==> config.mk <==
export PLATFORM = sky130hd
export DESIGN_NAME = main_controller_fsm
export DESIGN_NICKNAME = d
export VERILOG_FILES = /design/src/rtl/main_controller_fsm.sv
export SDC_FILE = /design/constraint.sdc
export NUM_CORES = 1
export LEC_CHECK = 0
export BUFFER_PORTS_ARGS = -buffer_cell sky130_fd_sc_hd__buf_4
export CORE_AREA = 5 5 42 44
export CTS_CLUSTER_SIZE = 30
export DETAILED_ROUTE_END_ITERATION = 6
export DIE_AREA = 0 0 47 49
export GPL_TIMING_DRIVEN = 0
export HOLD_SLACK_MARGIN = 0.05
export PLACE_DENSITY = 0.79
export RECOVER_POWER = 100
export SYNTH_ARGS = -nofsm -noshare
export SYNTH_HDL_FRONTEND = slang
export SYNTH_SLANG_ARGS = --single-unit
==> constraint.sdc <==
create_clock -name clk -period 4.5 [get_ports clk]
set_clock_uncertainty 0.1 [all_clocks]
set_input_delay 0 -clock clk [delete_from_list [all_inputs] [get_ports clk]]
set_output_delay 0 -clock clk [all_outputs]
set_load 0.02 [all_outputs]
==> src/rtl/main_controller_fsm.sv <==
// Multicycle RISC-V main controller: sequences fetch/decode/execute/writeback
// and decodes datapath selects, write enables and ALU opcode from the state.
// Optional feature: define MAIN_CONTROLLER_BNE_EN to let funct3=001 branches
// (bne) take when the ALU zero flag is clear.
module main_controller_fsm #(
    parameter int unsigned CONTROL = 3
) (
    input  logic               clk,
    input  logic               reset,
    input  logic [6:0]         op,
    input  logic [2:0]         funct3,
    input  logic               funct7b5,
    input  logic               zero,
    output logic               PCWrite,
    output logic               AdrSrc,
    output logic               MemWrite,
    output logic               IRWrite,
    output logic [1:0]         ResultSrc,
    output logic [1:0]         ALUSrcA,
    output logic [1:0]         ALUSrcB,
    output logic [1:0]         ImmSrc,
    output logic               RegWrite,
    output logic [CONTROL-1:0] ALUControl,
    output logic [3:0]         state
);

    localparam int unsigned STATE_W = 4;

    localparam logic [6:0] OP_LW   = 7'b0000011;
    localparam logic [6:0] OP_SW   = 7'b0100011;
    localparam logic [6:0] OP_R    = 7'b0110011;
    localparam logic [6:0] OP_I    = 7'b0010011;
    localparam logic [6:0] OP_JAL  = 7'b1101111;
    localparam logic [6:0] OP_BR   = 7'b1100011;

    typedef enum logic [STATE_W-1:0] {
        S_FETCH    = 4'd0,
        S_DECODE   = 4'd1,
        S_MEMADR   = 4'd2,
        S_MEMREAD  = 4'd3,
        S_MEMWB    = 4'd4,
        S_MEMWRITE = 4'd5,
        S_EXECUTER = 4'd6,
        S_ALUWB    = 4'd7,
        S_EXECUTEI = 4'd8,
        S_JAL      = 4'd9,
        S_BEQ      = 4'd10
    } state_t;

    typedef enum logic [1:0] {
        ALUOP_ADD   = 2'd0,
        ALUOP_SUB   = 2'd1,
        ALUOP_FUNCT = 2'd2
    } alu_op_t;

    state_t     state_q, state_d;
    alu_op_t    alu_op;
    logic       pc_update, branch, taken, legal_state;
    logic       mem_write, ir_write, reg_write;
    logic [2:0] alu_ctrl;

    // State register with synchronous reset to FETCH
    always_ff @(posedge clk) begin
        if (reset) state_q <= S_FETCH;
        else       state_q <= state_d;
    end

    // Next-state and Moore output decode
    always_comb begin
        state_d     = S_FETCH;
        legal_state = 1'b1;
        pc_update   = 1'b0;
        branch      = 1'b0;
        alu_op      = ALUOP_ADD;
        AdrSrc      = 1'b0;
        mem_write   = 1'b0;
        ir_write    = 1'b0;
        reg_write   = 1'b0;
        ResultSrc   = 2'b00;
        ALUSrcA     = 2'b00;
        ALUSrcB     = 2'b00;
        case (state_q)
            S_FETCH: begin
                state_d   = S_DECODE;
                ir_write  = 1'b1;
                ALUSrcB   = 2'b10;
                ResultSrc = 2'b10;
                pc_update = 1'b1;
            end
            S_DECODE: begin
                ALUSrcA = 2'b01;
                ALUSrcB = 2'b01;
                case (op)
                    OP_LW, OP_SW: state_d = S_MEMADR;
                    OP_R:         state_d = S_EXECUTER;
                    OP_I:         state_d = S_EXECUTEI;
                    OP_JAL:       state_d = S_JAL;
                    OP_BR:        state_d = S_BEQ;
                    default:      state_d = S_FETCH;
                endcase
            end
            S_MEMADR: begin
                state_d = (op == OP_LW) ? S_MEMREAD : S_MEMWRITE;
                ALUSrcA = 2'b10;
                ALUSrcB = 2'b01;
            end
            S_MEMREAD: begin
                state_d = S_MEMWB;
                AdrSrc  = 1'b1;
            end
            S_MEMWB: begin
                ResultSrc = 2'b01;
                reg_write = 1'b1;
            end
            S_MEMWRITE: begin
                AdrSrc    = 1'b1;
                mem_write = 1'b1;
            end
            S_EXECUTER: begin
                state_d = S_ALUWB;
                ALUSrcA = 2'b10;
                alu_op  = ALUOP_FUNCT;
            end
            S_EXECUTEI: begin
                state_d = S_ALUWB;
                ALUSrcA = 2'b10;
                ALUSrcB = 2'b01;
                alu_op  = ALUOP_FUNCT;
            end
            S_ALUWB: begin
                reg_write = 1'b1;
            end
            S_JAL: begin
                state_d   = S_ALUWB;
                ALUSrcA   = 2'b01;
                ALUSrcB   = 2'b10;
                pc_update = 1'b1;
            end
            S_BEQ: begin
                ALUSrcA = 2'b10;
                branch  = 1'b1;
                alu_op  = ALUOP_SUB;
            end
            default: begin
                legal_state = 1'b0;
            end
        endcase
    end

    // ALU opcode decode; R-type sub needs op[5] so addi never becomes sub
    always_comb begin
        alu_ctrl = 3'b000;
        case (alu_op)
            ALUOP_SUB: alu_ctrl = 3'b001;
            ALUOP_FUNCT: begin
                case (funct3)
                    3'b000:  alu_ctrl = (op[5] & funct7b5) ? 3'b001 : 3'b000;
                    3'b010:  alu_ctrl = 3'b101;
                    3'b110:  alu_ctrl = 3'b011;
                    3'b111:  alu_ctrl = 3'b010;
                    default: alu_ctrl = 3'b000;
                endcase
            end
            default: alu_ctrl = 3'b000;
        endcase
    end

    // Branch condition from the ALU zero flag
    always_comb begin
        taken = 1'b0;
        if (funct3 == 3'b000) taken = zero;
`ifdef MAIN_CONTROLLER_BNE_EN
        else if (funct3 == 3'b001) taken = ~zero;
`endif
    end

    // Immediate format from opcode; quiet in unreachable states
    always_comb begin
        ImmSrc = 2'b00;
        if (legal_state) begin
            case (op)
                OP_SW:   ImmSrc = 2'b01;
                OP_BR:   ImmSrc = 2'b10;
                OP_JAL:  ImmSrc = 2'b11;
                default: ImmSrc = 2'b00;
            endcase
        end
    end

    assign PCWrite    = ~reset & (pc_update | (branch & taken));
    assign MemWrite   = ~reset & mem_write;
    assign IRWrite    = ~reset & ir_write;
    assign RegWrite   = ~reset & reg_write;
    assign ALUControl = CONTROL'(alu_ctrl);
    assign state      = state_q;

endmodule

Word level (Yosys, flattened, before mapping)

Cells that the tools add are included.
W data, S select, Z words.

Latch bits: 0
Output and inout bits: 20
Memories: 0
Logic and storage cells: 62
ROM bits: 0
Bits in registers: 4
RAM bits: 0
Input bits: 14

Order comparisons: 0
Reduce and logical (&&, ||, !) cells: 12
Mux-type cells: 20
Bitwise gates (word level): 8
Equal/unequal tests: 21
Divide/modulo/power cells: 0
$add $sub $neg: 0
$mul: 0
Shift operators: 0

Operators by type and width:

| operator             | number |
|---|---|
| $pmux W4 S5          | 2 |
| $eq A4 B3 Y1 const B | 4 |
| $pmux W2 S2          | 4 |
| $eq A7 B6 Y1 const B | 2 |
| $eq A7 B7 Y1 const B | 2 |
| $eq A4 B4 Y1 const B | 3 |
| $pmux W3 S4          | 1 |
| $reduce_or A2 Y1     | 6 |
| $reduce_or A11 Y1    | 1 |
| $mux W1              | 9 |
| $eq A4 B2 Y1 const B | 2 |
| $eq A7 B2 Y1 const B | 1 |
| $eq A7 B5 Y1 const B | 1 |
| $and A1 B1 Y1        | 6 |
| $eq A3 B3 Y1 const B | 2 |
| $pmux W2 S3          | 1 |
| $pmux W3 S2          | 1 |
| $reduce_or A3 Y1     | 2 |
| $eq A4 B1 Y1 const B | 1 |
| $logic_not A4 Y1     | 1 |
| $reduce_or A4 Y1     | 1 |
| $eq A3 B2 Y1 const B | 1 |
| $logic_not A3 Y1     | 1 |
| $mux W3              | 1 |
| 5 further kinds      | 5 |

Depth between registers and ports, before layout

Depth in word-level cells: 5
Mapped depth: 9

Least setup slack after synthesis

No wires, ideal clock.

Kind: register to output
Start point: register state_q[1] (netlist: state[1])
End point: output ALUControl[1]
Data required time: 4.400 ns
Arrival: 1.985 ns
Slack: 2.415 ns
Stages on the path, launching flop included: 7
Buffers on the path: 1
Cell sequence: dfxtp_1 buf_2 inv_2 or2_1 a21oi_1 ha_1 nor3b_1

Cells in the longest elaborated chain, start to end: 5
Elaborated cells between the ends (all ways): 8

RTL lines:

| element                                             | RTL line | RTL |
|---|---|---|
| start, declared                                     | 56       | `state_t state_q, state_d;` |
| start signal, assigned                              | 65       | `else state_q <= state_d;` |
| $eq A4 B4 Y1 / $eq A4 B3 Y1 (equally long branches) | 82       | `case (state_q)` |
| $reduce_or A2 Y1 (no line)                          | n/a      |  |
| $pmux W2 S2 *                                       | 82       |  |
| $eq A2 B2 Y1 / $eq A2 B1 Y1 (equally long branches) | 153      | `case (alu_op)` |
| $pmux W3 S2 *                                       | 153      |  |
| end, declared                                       | 23       | `output logic [CONTROL-1:0] ALUControl,` |

Every way passes the cells marked *; elsewhere a longest branch is shown, timed or not.

Worst setup path after layout

Start point: register state_q[3] (netlist: state[3])
End point: output ALUControl[0]

Same word-level chain as after synthesis.

==> run_results.csv <==
group,metric,value,unit
outcome,run_status,"completed",
routing,routed_via_density,5.341,
die,initial_core_util,41.43,%
final_layout,post-route-util,57.59,%
sta,finalSetupTns,0,ps
clock_network,cts.path.max_buffers,2,
final_layout,area_growth,39.01,%
routing,routed_wl,1704,µm
routing,via_count,737,
power_and_ir_drop,p_leak,0.3068,nW
yosys,yosysUniqueCellTypes,35,
yosys,synthesis.nets,101,
setup_path,worstRegToRegCells,4,
place,port_buffers,31,
sta,finalHoldViolations,0,
clock_network,h-tree-depth,1,
power_and_ir_drop,totalPowerFinal,130.7,µW
yosys,seq_area_frac_synth,13.79,%
yosys,synthFlopType,"dfxtp_1",
sta,max_slew_margin,64.54,%
routing,antenna_left,0,
sta,fin_crit,2502,ps
die,coreArea,1401,µm²
die,num_rows,14,
grt,grt_pass1_wl,2967,µm
clock_network,clk_latency,240,ps
routing,drc,0,
clock_network,clock_tree.root_cell,"clkbuf_4",
final_layout,drive_above_1_share,18.85,%
die,dieArea,2303,µm²
die,dieHeight,49,µm
flow_run,maxCapViolCount,0,
sta,rsz0062_at_grt,"no",
final_layout,largest_reg_flops,4,
setup_path,worstSetupStartpointType,"flop",
worst_hold_path,hold_depth,3,
routing,drtIter0Drc,12,
yosys,ys_async_sr_fraction,0,%
grt,grt_max_degree,11,
clock_network,clock_sinks,4,
die,die_w,47,µm
place,dp_hpwl,1418,µm
clock_network,cts_tree,"yes",
yosys,yosys_warnings,0,
final_layout,insertedDiodeCount,0,
clock_network,clkSlewWorstSetupHoldPaths,40,ps
routing,wire_per_inst,12.35,µm
grt,grt_overflow,0,
clock_network,cts_setup_buffers,0,
final_layout,final_nets,140,
yosys,ys_ff_latch,4,
yosys,netlist_area,580.6,µm²
clock_network,cts-resized-gates,0,
grt,grt_pass1_vias,752,
die,pin_count,34,
sta,worst_pin_slew,531.9,ps
setup_path,critPathCaptureType,"output port",
sta,finalCritPeriodShare,55.59,%
setup_path,path_max_fanout,10,
place,routabilityCongestion,0.7814,
grt,grt_use_total,17.10,%
yosys,synth_cells,85,
sta,fmax,399.7,MHz
setup_path,required,4400,ps
yosys,synth_edf_count,0,
final_layout,final_common_cell,"clkbuf_1",
setup_path,worstPathArrival,2400,ps
final_layout,final_cell_mix,"clkbuf_1 (23), buf_4 (13), nor2_1 (10), nor3_1 (10), nand2_1 (9)",
worst_hold_path,holdCritPathClass,"in -> reg",
routing,first_pass_iters,6,
sta,drv_slew,0,
power_and_ir_drop,vdd_ir_drop_max,0.08149,mV
clock_network,hold_buffers,3,
setup_path,critPathKind,"reg -> out",
clock_network,numCtsBuffers,3,
sta,finalSetupViolCount,0,
power_and_ir_drop,power_density,162.0,nW/µm²
grt,antenna_found_initial,0,
yosys,avgSynthCellArea,6.830,µm²
[Yosys cell counts (2+ instances only)]
master	instances	area, µm²
a31oi_1	2	12.51
nand2b_1	3	18.77
inv_1	5	18.77
xnor2_1	2	17.52
xor2_1	2	17.52
ha_1	2	25.02
dfxtp_1	4	80.08
buf_2	4	20.02
nor4_1	2	12.51
nor2_1	10	37.54
a21oi_1	8	40.04
nand2_1	9	33.78
nor3_1	10	50.05
[logic make-up after synthesis]
logic type / after synthesis / synth area share (%)
flip-flops: 4 / 13.79
adder cells (fa/ha/maj): 2 / 4.310
AO/OA/AOI/OAI: 18 / 20.91
AND/OR/NAND/NOR: 44 / 44.40
XOR/XNOR: 4 / 6.036
buffers and inverters: 13 / 10.56
[cell type report]
| cell class | count | area (µm²) |
|---|---|---|
| fillers | 156 | 594.3 |
| multi-input cells | 68 | 439.2 |
| repair buffers | 34 | 195.2 |
| flip-flops and latches | 4 | 80.08 |
| plain buffers | 7 | 27.53 |
| clock buffers | 3 | 22.52 |
| inverters | 6 | 22.52 |
| well taps | 16 | 20.02 |
[report_power, final]
| part | total [mW] | internal (mW) | leakage, nW | switching [mW] |
|---|---|---|---|---|
| Sequential | 0.0375 | 0.0366 | 0.0326 | 0.000807 |
| Clock | 0.0460 | 0.0299 | 0.0138 | 0.0161 |
| Combinational | 0.0473 | 0.0188 | 0.260 | 0.0286 |
[worst paths after layout]
check / slack, ps / from / endpoint
min: 60 / op[2] / state[0]$_SDFF_PP0_
max: 2000 / state[3]$_SDFF_PP0_ / ALUControl[0]
max reg2reg: 2640 / state[3]$_SDFF_PP0_ / state[3]$_SDFF_PP0_
min reg2reg: 530 / state[1]$_SDFF_PP0_ / state[0]$_SDFF_PP0_
[stage by stage]
| stage | instances | setup WS [ps] | instance area [µm²] | hold WS (ps) |
|---|---|---|---|---|
| 2_1_floorplan | 85 | 2415 | 580.6 | -16.94 |
| 3_3_place_gp | 132 | 2519 | 833.3 | 173.1 |
| 3_5_place_dp | 132 | 2453 | 833.3 | 171.4 |
| 4_1_cts | 138 | 2193 | 885.9 | 62.04 |
| 5_1_grt | 138 | 1824 | 807.0 | 108.5 |
| 6_report | 138 | 1998 | 807.0 | 61.60 |
[metal layers]
layer	global-route usage, %	wire (µm)	vias to the layer above	share of wire [%]
li1	-	-	377	-
met1	20.83	717	332	42
met2	26.92	858	24	50
met3	3.690	101	4	5.9
met4	8.756	27	0	1.6
met5	0	0	-	0
[critical path: stages (launching register included)]
cell,delay (ps)
dfxtp_1,330
clkbuf_1,250
clkbuf_1,400
nand2_1,130
a21oi_1,220
ha_1,220
nand2_1,100
nor2_1,100
nor2_1,50
a21oi_1,130
clkbuf_1,250
No activity file was read; power rests on OpenSTA's default activity.
